<file path="config.mk">
export PLATFORM = sky130hd
export DESIGN_NAME = xor_pipe
export DESIGN_NICKNAME = d
export VERILOG_FILES = /design/src/rtl/xor_pipe.sv
export SDC_FILE = /design/constraint.sdc
export NUM_CORES = 1
export LEC_CHECK = 0
export ABC_AREA = 0
export ABC_CLOCK_PERIOD_IN_PS = 1500
export BUFFER_PORTS_ARGS = -buffer_cell sky130_fd_sc_hd__buf_2
export CORE_UTILIZATION = 45
export DETAILED_ROUTE_END_ITERATION = 16
export PLACE_DENSITY = 0.7
export SYNTH_ARGS = -nofsm -noshare
export SYNTH_HDL_FRONTEND = slang
export SYNTH_SLANG_ARGS = --single-unit
</file>
<file path="constraint.sdc">
create_clock -name clk -period 1.5 [get_ports clk]
set_input_delay 0.3 -clock clk [delete_from_list [all_inputs] [get_ports clk]]
set_output_delay 0.3 -clock clk [all_outputs]
set_load 0.1 [all_outputs]
</file>
<file path="src/rtl/xor_pipe.sv">
// xor_pipe: XOR-family ALU feeding a 2-entry (main + skid) output buffer with registered in_ready.
// Optional parity output out_par is enabled by defining XOR_PIPE_PARITY_EN.
module xor_pipe #(
    parameter int unsigned WIDTH = 8
) (
    input  logic             clk,
    input  logic             rst_n,
    input  logic             in_valid,
    output logic             in_ready,
    input  logic [WIDTH-1:0] a,
    input  logic [WIDTH-1:0] b,
    input  logic [1:0]       mode,
    output logic             out_valid,
    input  logic             out_ready,
    output logic [WIDTH-1:0] out
`ifdef XOR_PIPE_PARITY_EN
    ,
    output logic             out_par
`endif
);

    typedef enum logic [1:0] {
        EMPTY = 2'd0,
        ONE   = 2'd1,
        FULL  = 2'd2
    } occ_t;

    occ_t             state;
    occ_t             state_nxt;
    logic [WIDTH-1:0] skid;
    logic [WIDTH-1:0] acc;
    logic [WIDTH-1:0] x_c;
    logic [WIDTH-1:0] res_c;
    logic             accept_c;
    logic             consume_c;
    logic             load_main;
    logic             load_skid;
    logic             move_skid;

    assign accept_c  = in_valid & in_ready;
    assign consume_c = out_valid & out_ready;

    // Operation select; mode 11 returns the post-update accumulator value.
    always_comb begin
        x_c   = a ^ b;
        res_c = x_c;
        case (mode)
            2'b00:   res_c = x_c;
            2'b01:   res_c = ~x_c;
            2'b10:   res_c = WIDTH'(^x_c);
            default: res_c = acc ^ x_c;
        endcase
    end

    // Buffer occupancy: a simultaneous accept+consume with one entry replaces main in place.
    always_comb begin
        state_nxt = state;
        load_main = 1'b0;
        load_skid = 1'b0;
        move_skid = 1'b0;
        case (state)
            EMPTY: begin
                if (accept_c) begin
                    state_nxt = ONE;
                    load_main = 1'b1;
                end
            end
            ONE: begin
                if (accept_c && consume_c) begin
                    load_main = 1'b1;
                end else if (consume_c) begin
                    state_nxt = EMPTY;
                end else if (accept_c) begin
                    state_nxt = FULL;
                    load_skid = 1'b1;
                end
            end
            FULL: begin
                if (consume_c) begin
                    state_nxt = ONE;
                    move_skid = 1'b1;
                end
            end
            default: state_nxt = EMPTY;
        endcase
    end

    always_ff @(posedge clk or negedge rst_n) begin
        if (!rst_n) begin
            state     <= EMPTY;
            out_valid <= 1'b0;
            in_ready  <= 1'b1;
        end else begin
            state     <= state_nxt;
            out_valid <= (state_nxt != EMPTY);
            in_ready  <= (state_nxt != FULL);
        end
    end

    always_ff @(posedge clk or negedge rst_n) begin
        if (!rst_n) begin
            out  <= '0;
            skid <= '0;
            acc  <= '0;
        end else begin
            if (load_main) begin
                out <= res_c;
            end else if (move_skid) begin
                out <= skid;
            end
            if (load_skid) begin
                skid <= res_c;
            end
            if (accept_c && (mode == 2'b11)) begin
                acc <= acc ^ x_c;
            end
        end
    end

`ifdef XOR_PIPE_PARITY_EN
    logic skid_par;

    // Parity is computed at acceptance and travels through the buffer alongside its result.
    always_ff @(posedge clk or negedge rst_n) begin
        if (!rst_n) begin
            out_par  <= 1'b0;
            skid_par <= 1'b0;
        end else begin
            if (load_main) begin
                out_par <= ^res_c;
            end else if (move_skid) begin
                out_par <= skid_par;
            end
            if (load_skid) begin
                skid_par <= ^res_c;
            end
        end
    end
`endif

endmodule

</file>
==> metrics <==
routed wire length around 3500 µm; skew final around 8.3 ps; Slew HR 0.676; CP arrival 1260 ps; I/O Buffers 31; CTS Buf Count 3; Logic pwr share 0.603; max cap viols 0; Reg power frac 0.314; critical path fanouts, max 3; Worst setup startpoint in_ready$_DFF_PN1_; antenna fix cells 0; Startpoint Class register; CTS max path bufs 2; Seq/Total Area, Yosys 0.429; power after layout 4.47 mW; synth unique cells 27; initial DRC count 53; post-route insts no fill between 200 and 300; fin nets ~240; post-layout util 0.625; Worst Hold Class input port to register; cell area after synthesis 1640 µm²; die height ~62 µm; DRC Markers 0; Top FF cell, synth dfrtp_1; P_int between 2 and 2.5 mW; Total GRT Usage 0.186; Mean Syn Cell Area roughly 10 µm²; leak pwr ~0.93 nW; Rows 21; first-pass GRT wire length roughly 5600 µm; Synth Instances 163; IO Pins 32; syn_nets roughly 190; GR peak layer met2; Initial Util 0.479; Yosys reg bits 28; unrepaired setup endpoints after global routing true; initial antenna violation count 0; met2 Use GR 0.324; met1 Track Usage GR 0.233; r2r startpoint in_ready$_DFF_PN1_; Final Cycle Share 1.04; Final setup violation count 3; leading cell types in the layout, fill and taps excluded buf_2, dfrtp_1, xnor2_1; Final Hold Vio Count 0; share of cells above drive strength 1 0.340; Final ANT Viol Nets 0; number of clock sinks 28; core area between 3000 and 4000 µm²; CTS tree yes; placed insts 246; GPL Wtd Cong about 0.81; vias 1,317; worst slew pin tran 490 ps; async set or reset register ratio after synthesis 1.00; number of global-route vias before repair around 1,300; sw power ~2.2 mW; synthesis warning total 0; PnR worst setup slack -56.3 ps; Fin Hold WS roughly 330 ps; Die ar. about 3900 µm²; Switching Fraction 0.502; router iterations before antenna repair 4; dpl hpwl around 2600 µm; FMAX about 640 MHz; Slew Viols, Final 0; status complete, but fails checks; clk root buf clkbuf_4; r2r setup slk -20 ps; total gr overflow 0; worst setup path class register to output port; CP required 1200 ps; Clock transition at path regs 150 ps; Period minus WS final approximately 1600 ps; Max IR drop VDD approximately 0.73 mV; area growth from synthesis to layout 30.3%; failing checks negative setup slack; largest net degree at the start of global routing 18; Clock Latency Late Sink 330 ps; kind of end point of the critical path output port; PwrDens 2090 nW/µm²; met3 Resource Use GR 0.0294; commonest non-fill, non-tap cell in the layout buf_2; H-tree levels 1; DR WL/cell between 10 and 15 µm; Die X 62.3 µm; Clk pwr share 0.083; number of synthesized flops with an enable pin 0; hold path start mode[0]; vias per inst 5.10
==> cells in the mapped netlist (all sizes together) (2+ instances only) <==
master | number | area [µm²]
xor2 | 8 | 123
o22ai | 2 | 12.5
a21oi | 13 | 65.1
mux2i | 9 | 90.1
o21ai | 13 | 65.1
clkbuf | 2 | 7.51
a211oi | 6 | 50.1
a22oi | 2 | 15.0
nor2 | 10 | 37.5
nor2b | 13 | 81.3
or2b | 2 | 15.0
xnor2 | 23 | 201
inv | 3 | 11.3
mux2 | 2 | 22.5
dfrtp | 27 | 676
nand2 | 12 | 45.0
nand2b | 8 | 50.1
buf | 3 | 15.0
==> layout make-up <==
cell class,count,area (µm²)
clock buffers,4,36.3
fillers,289,1280
inverters,3,11.3
multi-input cells,128,960
flip-flops and latches,28,709
well taps,46,57.6
repair buffers,49,359
==> worst paths after layout <==
check / end / depth (start not counted)
min: out[0]$_DFFE_PN0P_ / 4
min in group asynchronous: out[2]$_DFFE_PN0P_ / 2
max reg2reg: out[7]$_DFFE_PN0P_ / 6
min reg2reg: acc[4]$_DFFE_PN0P_ / 1
max: in_ready / 2
max in group asynchronous: acc[3]$_DFFE_PN0P_ / 3
==> worst max-delay path, stage by stage (launching register included) <==
cell     delay, ps
dfstp_4        670
buf_6          100
buf_12         160
==> cell families after synthesis <==
logic type	share of synthesized area
AND/OR/NAND/NOR	0.153
AO/OA/AOI/OAI	0.131
XOR/XNOR	0.198
flip-flops	0.429
multiplexers	0.0688
buffers and inverters	0.0206
==> power groups by stage <==
stage | combinational [mW] | clock [mW] | sequential [mW]
2_1_floorplan | 0.967 | 0 | 2.36
3_3_place_gp | 2.43 | 0 | 1.38
3_5_place_dp | 2.49 | 0 | 1.41
4_1_cts | 2.53 | 0.384 | 1.40
5_1_grt | 2.88 | 0.410 | 1.45
6_report | 2.69 | 0.371 | 1.40
==> registers in the layout (all words and copies together) (netlist names) <==
| register | count |
|---|---|
| out | 8 |
| state | 2 |
| out_valid | 1 |
| in_ready | 1 |
| acc | 8 |
| skid | 8 |
==> per-stage QoR <==
stage                     TNS (ps)  instance area [µm²]  setup slack, ps
final                        -93.5                 2130            -56.3
after global routing          -384                 2130            -88.3
after CTS                    -68.5                 2050            -68.5
after detailed placement     -89.1                 1990            -78.4
after global placement       -16.8                 1990            -16.8
after floorplan               -966                 1700            -73.6
==> per-layer routing <==
layer,vias up,part of all wire
li1,640,-
met1,634,0.43
met2,38,0.52
met3,5,0.043
met4,0,0.011
met5,-,0
==> timing repair <==
item | CTS | global route
buffers inserted | 0 | 5
hold buffers | 1 | 0
setup endpoints to repair | 5 | 6
endpoints found under the hold margin | 13 | 0
pin swaps | 0 | 4
cloned | 0 | 2
gates resized for setup | 3 | 3
Power figures use the tool's default switching activity.
